===== config.mk =====
export PLATFORM = sky130hd
export DESIGN_NAME = sample_sequencer_flat
export DESIGN_NICKNAME = d
export VERILOG_FILES = /design/src/rtl/sample_sequencer_if.sv /design/src/rtl/sample_sequencer.sv /design/src/flat_wrapper.sv
export SDC_FILE = /design/constraint.sdc
export NUM_CORES = 1
export LEC_CHECK = 0
export CAP_MARGIN = 20
export CELL_PAD_IN_SITES_DETAIL_PLACEMENT = 1
export CELL_PAD_IN_SITES_GLOBAL_PLACEMENT = 2
export CORE_MARGIN = 2
export CORE_UTILIZATION = 28
export CTS_BUF_LIST = sky130_fd_sc_hd__clkbuf_4
export DETAILED_ROUTE_END_ITERATION = 8
export PLACE_DENSITY_LB_ADDON = 0.1
export SYNTH_ARGS = -nofsm -noshare
export SYNTH_HDL_FRONTEND = slang
export SYNTH_SLANG_ARGS = --single-unit

===== constraint.sdc =====
create_clock -name clock -period 1.85 [get_ports clock]
set_clock_uncertainty 0.2 [all_clocks]
set_input_delay 0.37 -clock clock [delete_from_list [all_inputs] [get_ports clock]]
set_output_delay 0.37 -clock clock [all_outputs]
set_load 0.005 [all_outputs]

===== src/rtl/sample_sequencer_if.sv =====
`timescale 1ns/1ps
`default_nettype none
// +-----------------------------------------------------------------------------+
// | sample_sequencer_if : converter soc/eoc handshake plus consumer dav_/rfd port |
// | Rev 1.0                                                                      |
// +-----------------------------------------------------------------------------+
interface sample_sequencer_if;
    logic       soc;
    logic       eocx;
    logic       eocy;
    logic [7:0] x;
    logic [7:0] y;
    logic [7:0] xo;
    logic [7:0] yo;
    logic       dav_;
    logic       rfd;
    logic [7:0] ovr;

    modport master (
        output soc, xo, yo, dav_, ovr,
        input  eocx, eocy, x, y, rfd
    );

    modport slave (
        input  soc, xo, yo, dav_, ovr,
        output eocx, eocy, x, y, rfd
    );
endinterface
`default_nettype wire


===== src/rtl/sample_sequencer.sv =====
`timescale 1ns/1ps
`default_nettype none
// +-----------------------------------------------------------------------------+
// | sample_sequencer : periodic soc/eoc sequencer for two ADCs, dav_/rfd output   |
// | Optional overrun counter: SAMPLE_SEQUENCER_OVERRUN_EN.          Rev 1.0      |
// +-----------------------------------------------------------------------------+
module sample_sequencer #(
    parameter int unsigned PERIOD = 32
) (
    input  logic               clock,
    input  logic               reset_,
    sample_sequencer_if.master bus
);

    localparam int unsigned       CNT_W    = (PERIOD > 1) ? $clog2(PERIOD) : 1;
    localparam logic [CNT_W-1:0]  CNT_LAST = CNT_W'(PERIOD - 1);

    typedef enum logic [2:0] {
        S_IDLE  = 3'd0,
        S_SOC   = 3'd1,
        S_CONV  = 3'd2,
        S_LATCH = 3'd3,
        S_OUT   = 3'd4,
        S_ACK   = 3'd5
    } state_t;

    state_t           state_q, state_d;
    logic [CNT_W-1:0] cnt_q, cnt_d;
    logic             soc_q, soc_d;
    logic             dav_n_q, dav_n_d;
    logic [7:0]       xo_q, xo_d;
    logic [7:0]       yo_q, yo_d;
    logic             tick;
    logic             eoc_hi;
    logic             eoc_lo;

    assign tick   = (cnt_q == CNT_LAST);
    assign eoc_hi = bus.eocx & bus.eocy;
    assign eoc_lo = ~bus.eocx & ~bus.eocy;

    always_comb begin
        cnt_d = tick ? '0 : cnt_q + CNT_W'(1);
    end

    always_comb begin
        state_d = state_q;
        unique case (state_q)
            S_IDLE:  if (tick && eoc_hi) state_d = S_SOC;
            S_SOC:   if (eoc_lo)         state_d = S_CONV;
            S_CONV:  if (eoc_hi)         state_d = S_LATCH;
            S_LATCH:                     state_d = S_OUT;
            S_OUT:   if (!bus.rfd)       state_d = S_ACK;
            S_ACK:   if (bus.rfd)        state_d = S_IDLE;
            default:                     state_d = S_IDLE;
        endcase
    end

    // Outputs are decoded from the next state so every port comes straight off a flop.
    always_comb begin
        soc_d   = (state_d == S_SOC);
        dav_n_d = (state_d != S_OUT);
        xo_d    = xo_q;
        yo_d    = yo_q;
        if (state_q == S_CONV && state_d == S_LATCH) begin
            xo_d = bus.x;
            yo_d = bus.y;
        end
    end

    always_ff @(posedge clock or negedge reset_) begin
        if (!reset_) begin
            state_q <= S_IDLE;
            cnt_q   <= '0;
            soc_q   <= 1'b0;
            dav_n_q <= 1'b1;
            xo_q    <= 8'h00;
            yo_q    <= 8'h00;
        end else begin
            state_q <= state_d;
            cnt_q   <= cnt_d;
            soc_q   <= soc_d;
            dav_n_q <= dav_n_d;
            xo_q    <= xo_d;
            yo_q    <= yo_d;
        end
    end

    assign bus.soc  = soc_q;
    assign bus.dav_ = dav_n_q;
    assign bus.xo   = xo_q;
    assign bus.yo   = yo_q;

`ifdef SAMPLE_SEQUENCER_OVERRUN_EN
    logic       missed;
    logic [7:0] ovr_q, ovr_d;

    // A tick is lost when busy, or when idle but a converter is not ready.
    assign missed = tick & ~((state_q == S_IDLE) & eoc_hi);

    always_comb begin
        ovr_d = ovr_q;
        if (missed && ovr_q != 8'hFF) begin
            ovr_d = ovr_q + 8'd1;
        end
    end

    always_ff @(posedge clock or negedge reset_) begin
        if (!reset_) begin
            ovr_q <= 8'h00;
        end else begin
            ovr_q <= ovr_d;
        end
    end

    assign bus.ovr = ovr_q;
`else
    assign bus.ovr = 8'h00;
`endif

endmodule
`default_nettype wire

===== src/flat_wrapper.sv =====
// flat-port wrapper written by rule: the top's interface ports become plain ports
module sample_sequencer_flat 
#(
    parameter int unsigned PERIOD = 32
)
  (clock, reset_, bus_soc, bus_xo, bus_yo, bus_dav_, bus_ovr, bus_eocx, bus_eocy, bus_x, bus_y, bus_rfd);
  sample_sequencer_if bus_i ();
  input  logic clock;
  input  logic reset_;
  output wire logic [$bits(bus_i.soc)-1:0] bus_soc;
  output wire logic [$bits(bus_i.xo)-1:0] bus_xo;
  output wire logic [$bits(bus_i.yo)-1:0] bus_yo;
  output wire logic [$bits(bus_i.dav_)-1:0] bus_dav_;
  output wire logic [$bits(bus_i.ovr)-1:0] bus_ovr;
  input wire logic [$bits(bus_i.eocx)-1:0] bus_eocx;
  input wire logic [$bits(bus_i.eocy)-1:0] bus_eocy;
  input wire logic [$bits(bus_i.x)-1:0] bus_x;
  input wire logic [$bits(bus_i.y)-1:0] bus_y;
  input wire logic [$bits(bus_i.rfd)-1:0] bus_rfd;
  assign bus_soc = bus_i.soc;
  assign bus_xo = bus_i.xo;
  assign bus_yo = bus_i.yo;
  assign bus_dav_ = bus_i.dav_;
  assign bus_ovr = bus_i.ovr;
  assign bus_i.eocx = bus_eocx;
  assign bus_i.eocy = bus_eocy;
  assign bus_i.x = bus_x;
  assign bus_i.y = bus_y;
  assign bus_i.rfd = bus_rfd;
  sample_sequencer #(.PERIOD(PERIOD)) u_core (.clock(clock), .reset_(reset_), .bus(bus_i));
endmodule

# Yosys cells after proc, flatten, opt, wreduce, memory -nomap -nowiden

Index checks and enable logic that the tools add are counted.

Add/sub/neg operators: 1
Eq/ne operators: 9
Multiplexer cells: 7
Bitwise gates (word level): 4
Reduce and logical (&&, ||, !) cells: 3

Operator list:

| operator                                                         | count |
|---|---|
| 3-bit one-hot mux with 6 select lines                            | 1 |
| 3-bit 2-to-1 mux                                                 | 5 |
| 3-bit by 2-bit == test with 1-bit output (second input constant) | 3 |
| 3-bit by 1-bit == test with 1-bit output (second input constant) | 2 |
| 3-bit == test (second input constant)                            | 2 |
| 5-bit by 1-bit adder with 5-bit output (second input constant)   | 1 |
| 5-bit == test (second input constant)                            | 1 |
| 5-bit 2-to-1 mux                                                 | 1 |
| 3-bit zero test                                                  | 1 |
| 3-bit inequality test (second input constant)                    | 1 |
| 1-bit bitwise AND                                                | 2 |
| 1-bit logical AND                                                | 2 |
| 1-bit NOT                                                        | 2 |

Bits in registers: 26
Bits of input ports: 21
Word-level logic and storage cells: 30

# Logic depth before layout (Yosys ltp)

Gate-level depths: netlist (run 1).

Word-level depth: 6
Depth in mapped cells: 6
Gate-level depth less buffers: 6

# Worst setup path after synthesis (run 1)

OpenSTA, ideal clock, no wires.

Path type: register to register
From: register u_core.cnt_q[0]
To: register u_core.state_q[0]
Setup time: 0.124 ns
Data arrival time: 1.394 ns
Required time: 1.526 ns
Slack: 0.132 ns
Stages on the path, launching flop included: 7
Buffers on the path: 0
Clock period less this slack: 1.718 ns
Path through: dfrtp_1 > ha_1 > and3_1 > ha_1 > nand3_1 > a211oi_1 > a211o_1

Cells in the longest elaborated chain, start to end: 4

RTL lines:

| element                               | RTL line               | source |
|---|---|---|
| start, declared                       | sample_sequencer.sv:28 | `logic [CNT_W-1:0] cnt_q, cnt_d;` |
| start signal, assigned                | sample_sequencer.sv:80 | `cnt_q <= cnt_d;` |
| 5-bit == test                         | sample_sequencer.sv:37 | `assign tick = (cnt_q == CNT_LAST);` |
| 1-bit logical AND                     | sample_sequencer.sv:48 | `S_IDLE: if (tick && eoc_hi) state_d = S_SOC;` |
| 3-bit 2-to-1 mux                      | sample_sequencer.sv:48 |  |
| 3-bit one-hot mux with 6 select lines | sample_sequencer.sv:47 | `unique case (state_q)` |
| named net u_core.state_d[0]           | sample_sequencer.sv:27 | `state_t state_q, state_d;` |
| end signal, assigned                  | sample_sequencer.sv:79 | `state_q <= state_d;` |
| end, declared                         | sample_sequencer.sv:27 |  |

The timed path passes the listed nets, and every way through them passes these cells.
A chain may end at the register's enable or synchronous reset.

# Final worst setup path (run 1)

From: register u_core.yo_q[0] (netlist: u_core.bus.yo[0])
To: output port bus_yo[0]

RTL lines:

| element                | RTL line               | source |
|---|---|---|
| start, declared        | sample_sequencer.sv:32 | `logic [7:0] yo_q, yo_d;` |
| start signal, assigned | sample_sequencer.sv:84 | `yo_q <= yo_d;` |
| end, declared          | flat_wrapper.sv:12     | `output wire logic [$bits(bus_i.yo)-1:0] bus_yo;` |

No word-level cell between the ends.

==> results of run 1 <==
stage by stage:
step | TNS (ns) | utilization, % | hold WS, ns
floorplan | 0 | - | -0.126
global placement | -0.664 | 39.7 | 0.240
detailed placement | -0.826 | 39.7 | 0.254
CTS | 0 | 40.5 | 0.212
global route | 0 | 41.1 | 0.217
finish | 0 | 41.1 | 0.217
what timing repair did:
action | 4_1_cts | 5_1_grt
hold buffers | 0 | 0
buffers inserted | 0 | 2
pin swaps | 0 | 2
endpoints found under the setup margin | 1 | 2
gates resized for setup | 1 | 3
report_power, final:
part           switching (mW)  total, mW  leakage, nW  internal [mW]
Clock                   0.150      0.248       0.0184         0.0986
Sequential              0.113      0.879        0.338          0.766
Combinational           0.190      0.741        0.386          0.551
Total                   0.453       1.87        0.742           1.42
registers in the layout, indices dropped and copies added, names as in the netlist:
signal,cells
u_core.bus.yo,8
u_core.bus.soc,1
u_core.state_q,3
u_core.bus.dav_,1
u_core.bus.xo,8
u_core.cnt_q,5
metal layers:
metal  up-vias  track usage (%)  routed length (µm)
met3         4             2.80                 193
li1        346                -                   -
met2        27             16.4                1080
met4         0             4.75                  48
met1       366             13.1                 934
met5         -                0                   0
worst min-delay path by stage:
stage / to / slack [ns] / cells after the start
detailed placement: u_core.cnt_q[0]$_DFF_PN0_ / 0.25 / 1
floorplan: u_core.bus.soc$_DFF_PN0_ / -0.13 / 0
CTS: u_core.bus.yo[3]$_DFFE_PN0P_ / 0.21 / 2
global placement: u_core.cnt_q[0]$_DFF_PN0_ / 0.24 / 1
finish: u_core.bus.yo[3]$_DFFE_PN0P_ / 0.22 / 2
global route: u_core.bus.yo[3]$_DFFE_PN0P_ / 0.22 / 2
area by class of cell:
class                           count  area, µm²
Timing Repair Buffer               46        452
Sequential cell                    26        652
Tap cell                           50       62.6
Clock buffer                        4       30.0
Inverter                            2       7.51
Fill cell                         431       2340
Multi-Input combinational cell     48        428
synthesized netlist by cell type:
library cell and number:
a211o_1 1, conb_1 1, mux2_2 7, nand3_1 2, nand2_1 1, o21ai_0 1, a211oi_1 1, buf_12 1
dfstp_2 1, ha_1 2, and3_1 1, inv_1 2, and2b_2 1, mux2_4 9, xor2_1 1, dfrtp_1 25
nor4b_1 1, nor2b_4 1, and4_4 1, nor2_1 5, xnor2_1 1, a22o_2 1, buf_4 8, buf_8 1
a22oi_1 1, nor2b_1 1, a21oi_1 1
cell families (layout without fill, tap and decap cells):
| group | count (synthesis) | in the layout | share of synthesized area (%) |
|---|---|---|---|
| adder cells (fa/ha/maj) | 2 | 2 | 2.18 |
| buffers and inverters | 12 | 52 | 8.95 |
| multiplexers | 16 | 16 | 18.7 |
| other | 1 | 8 | 0.327 |
| AND/OR/NAND/NOR | 14 | 14 | 7.64 |
| XOR/XNOR | 2 | 2 | 1.53 |
| flip-flops | 26 | 26 | 56.9 |
| AO/OA/AOI/OAI | 6 | 6 | 3.82 |
placed cells by master (no fill, tap or decap):
cell / n
xnor2_1: 1
a22o_2: 1
and3_1: 1
nor2b_1: 1
nand3_1: 2
o21ai_0: 1
ha_2: 2
clkdlybuf4s50_1: 37
clkbuf_4: 4
a22oi_1: 1
inv_1: 2
a21oi_1: 1
and4_4: 1
dfrtp_1: 25
buf_4: 7
nor4b_1: 1
nand2_1: 1
nor2b_4: 1
dfstp_2: 1
a211o_1: 1
and2b_2: 1
buf_12: 1
dlygate4sd2_1: 1
a211oi_2: 1
conb_1: 8
nor2_1: 5
mux2_4: 9
xor2_1: 1
mux2_2: 7
==> out/metrics.csv, run 1 <==
metric,value,unit
num_vias,743,
r2r_cells,6,
wire_per_inst,12.8,µm
drive_gt1_share,28.6,%
grt_pass1_wl,3520,µm
clock_sinks,26,
required,1.28,ns
p_leak,0.742,nW
netlist_area,1150,µm²
cap_violations,0,
antennaDiodeCount,0,
netlist.area_leader.share,54.6,%
crit_arrival,1.20,ns
area_delta_synth_final,42.4,%
cp_cell_sequence,clkdlybuf4s50_1,
syn_inst,79,
pre_cts_ws,-0.0858,ns
ys_seq_area_share,56.9,%
synth_area_leaders,"dfrtp_1 (55%), mux2_4 (12%), mux2_2 (6.9%)",
cts-root-buf,clkbuf_4,
cp-startpoint,u_core.bus.yo[0]$_DFFE_PN0P_,
fp.coreArea,3970,µm²
insertion_delay,0.30,ns
clockBufferDepth,2,
yosys_warnings,0,
p_total,1.87,mW
grt_usage,10.3,%
fmax,565,MHz
status,finished clean,
placed_cells,170,
dp_hpwl,1660,µm
clk_pin_slew,0.13,ns
hold_violations,0,
cp_max_fo,2,
cp-endpoint,bus_yo[0],
min_period,1.77,ns
postPlaceCellArea,1580,µm²
hold_path_class,input port to asynchronous set/reset pin,
cpPeakStageDelay,0.51,ns
critPathSlowestCell,clkdlybuf4s50_1,
dr.pass1.iters,4,
finalWorstSetupSlack,0.0798,ns
vias_per_cell,4.22,
reg2reg_slack,0.09,ns
reg2reg_to,u_core.state_q[0]$_DFF_PN0_,
antenna_found_initial,0,
die_h,68.0,µm
die_area,4620,µm²
layout.nets,150,
final_max_slew_viol_count,0,
antenna_left,0,
critPathLaunchType,flop,
rsz0062_at_grt,no,
r2r-start,u_core.cnt_q[0]$_DFF_PN0_,
powerDensity,1150,nW/µm²
layout.cells.non_filler,176,
fp-row-count,23,
grt_max_degree,27,
timing.final.crit_share,95.7,%
cp_top_family,buffers and inverters,
grt_overflow_total,0,
critical_path_depth,1,
critPathBufInv,1,
h-tree-depth,1,
synth_area_leader_cell,dfrtp_1,
portBuffers,38,
ys_seq_elements,26,
cts_tree,yes,
postLayoutCellArea,1630,µm²
grt_pass1_vias,750,
worstSetupPathType,flop to primary output,
fp.dieW,68.0,µm
ys_types,27,
drt_wl_total,2250,µm
ir_drop,0.308,mV
avgSynthCellArea,14.5,µm²
start_util,28.9,%
setup_violations,0,
top_level_ports,47,
gp_congestion,0.742,
cts_made_buffers,3,
drtIter0Drc,22,
cp-end-kind,primary output,
drc_errors,0,
Note: power is estimated with default switching activity, not from simulation.
==> run 2, diff against run 1 <==
==> constraint.sdc (replaced) <==
create_clock -name clock -period 1.9 [get_ports clock]
set_clock_uncertainty 0.2 [all_clocks]
set_input_delay 0.38 -clock clock [delete_from_list [all_inputs] [get_ports clock]]
set_output_delay 0.38 -clock clock [all_outputs]
set_load 0.005 [all_outputs]
==> out/metrics.csv, run 2 (synthesized netlist as in run 1, its figures left out) <==
metric,value,unit,change
status,finished clean,,
placed_cells,170,,unchanged
drt_wl_total,2330,µm,+3.2%
grt_pass1_vias,776,,+3.5%
drc_errors,0,,unchanged
layout.nets,149,,-0.67%
fp-row-count,23,,unchanged
cap_violations,0,,unchanged
powerDensity,1190,nW/µm²,+3.8%
grt_overflow_total,0,,unchanged
cpPeakStageDelay,0.52,ns,about the same
clk_pin_slew,0.15,ns,+0.02 ns
h-tree-depth,1,,unchanged
finalWorstSetupSlack,0.106,ns,+0.0262 ns
min_period,1.79,ns,
required,1.32,ns,+0.04 ns
start_util,28.9,%,unchanged
clockBufferDepth,2,,unchanged
die_area,4620,µm²,unchanged
final_max_slew_viol_count,0,,unchanged
wire_per_inst,13.3,µm,+3.8%
ir_drop,0.332,mV,+8.0%
cts-root-buf,clkbuf_4,,
worstSetupPathType,flop to primary output,,
grt_usage,11.3,%,+0.93 points
critPathSlowestCell,clkdlybuf4s50_1,,
gp_congestion,0.713,,-3.9%
hold_path_class,input port to asynchronous set/reset pin,,
crit_arrival,1.21,ns,about the same
timing.final.crit_share,94.4,%,
cts_made_buffers,3,,unchanged
rsz0062_at_grt,no,,
r2r_cells,6,,unchanged
final_cell_mix,"clkdlybuf4s50_1 (37), dfrtp_1 (25), mux2_4 (9)",,
cts-hold-fix-buffers,0,,unchanged
grt_pass1_wl,3820,µm,+8.4%
cp-end-kind,primary output,,
fp.dieW,68.0,µm,unchanged
fmax,557,MHz,
setup_violations,0,,unchanged
layout_commonest_cell,clkdlybuf4s50_1,,
antenna_left,0,,unchanged
drtIter0Drc,14,,-36%
dp_hpwl,1740,µm,+4.8%
pre_cts_ws,-0.0462,ns,+0.0396 ns
cts_tree,yes,,
top_level_ports,47,,unchanged
insertion_delay,0.32,ns,+0.02 ns
portBuffers,38,,unchanged
postLayoutCellArea,1640,µm²,+0.77%
grt_max_degree,27,,unchanged
die_h,68.0,µm,unchanged
drive_gt1_share,27.2,%,-1.4 points
hold_violations,0,,unchanged
whs,0.208,ns,-0.00931 ns
num_vias,750,,+0.94%
dr.pass1.iters,3,,-1
critPathBufInv,1,,unchanged
cp_top_family,buffers and inverters,,
layout.cells.non_filler,175,,-0.57%
antennaDiodeCount,0,,unchanged
cp_max_fo,2,,unchanged
clock_sinks,26,,unchanged
vias_per_cell,4.29,,+1.5%
cp_cell_sequence,clkdlybuf4s50_1,,
critPathLaunchType,flop,,
area_delta_synth_final,43.5,%,
postPlaceCellArea,1580,µm²,unchanged
antenna_found_initial,0,,unchanged
p_leak,0.747,nW,+0.69%
fp.coreArea,3970,µm²,unchanged
critical_path_depth,1,,unchanged
==> run 2: changes by cell type in the layout (fill, tap and decap cells not counted) <==
cell and delta:
clkbuf_4 -1, ha_1 +1, buf_4 -1, ha_2 -1, bufinv_16 +1
==> run 2: path summary, 6_finish.rpt <==
path / startpoint / endpoint / slack, ns
min in group clock: u_core.cnt_q[4]$_DFF_PN0_ / u_core.cnt_q[4]$_DFF_PN0_ / 0.30
worst min register to register: u_core.cnt_q[4]$_DFF_PN0_ / u_core.cnt_q[4]$_DFF_PN0_ / 0.30
worst min-delay path: reset_ / u_core.bus.yo[3]$_DFFE_PN0P_ / 0.21
worst max register to register: u_core.cnt_q[0]$_DFF_PN0_ / u_core.state_q[0]$_DFF_PN0_ / 0.11
max in group asynchronous: reset_ / u_core.bus.dav_$_DFF_PN1_ / 0.99
worst max-delay path: u_core.bus.yo[0]$_DFFE_PN0P_ / bus_yo[0] / 0.11
==> run 2: report_power, final <==
part / internal, mW / total (mW) / switching (mW)
registers: 0.745 / 0.853 / 0.107
clock network: 0.213 / 0.379 / 0.166
logic: 0.537 / 0.724 / 0.187
==> run 2: per-stage QoR <==
step                total power, mW  utilization, %  setup TNS (ns)
global route                   2.10            41.4               0
floorplan                      1.15               -               0
CTS                            1.99            41.0               0
global placement               1.59            39.7          -0.149
detailed placement             1.60            39.7          -0.248
finish                         1.96            41.4               0
==> run 2: area by class of cell <==
type,count,area [µm²]
timing repair buffer,45,444
multi-input combinational,48,425
fill,426,2330
tap,50,62.6
clock inverter,1,30.0
inverter,2,7.51
sequential,26,652
clock buffer,3,22.5
==> run 2: per-layer routing <==
metal	track usage [%]	part of all wire, %	vias to the layer above
met3	2.96	7.7	2
met5	0	0	-
met1	14.5	42	373
met2	17.6	49	25
met4	5.25	0.90	0
li1	-	-	350
==> run 2: timing repair <==
| item | 4_1_cts | 5_1_grt |
|---|---|---|
| buffers inserted | 0 | 1 |
| setup endpoints to repair | 1 | 2 |
| gates resized for setup | 1 | 2 |
| hold endpoints to repair | 0 | 0 |
| cloned | 0 | 0 |
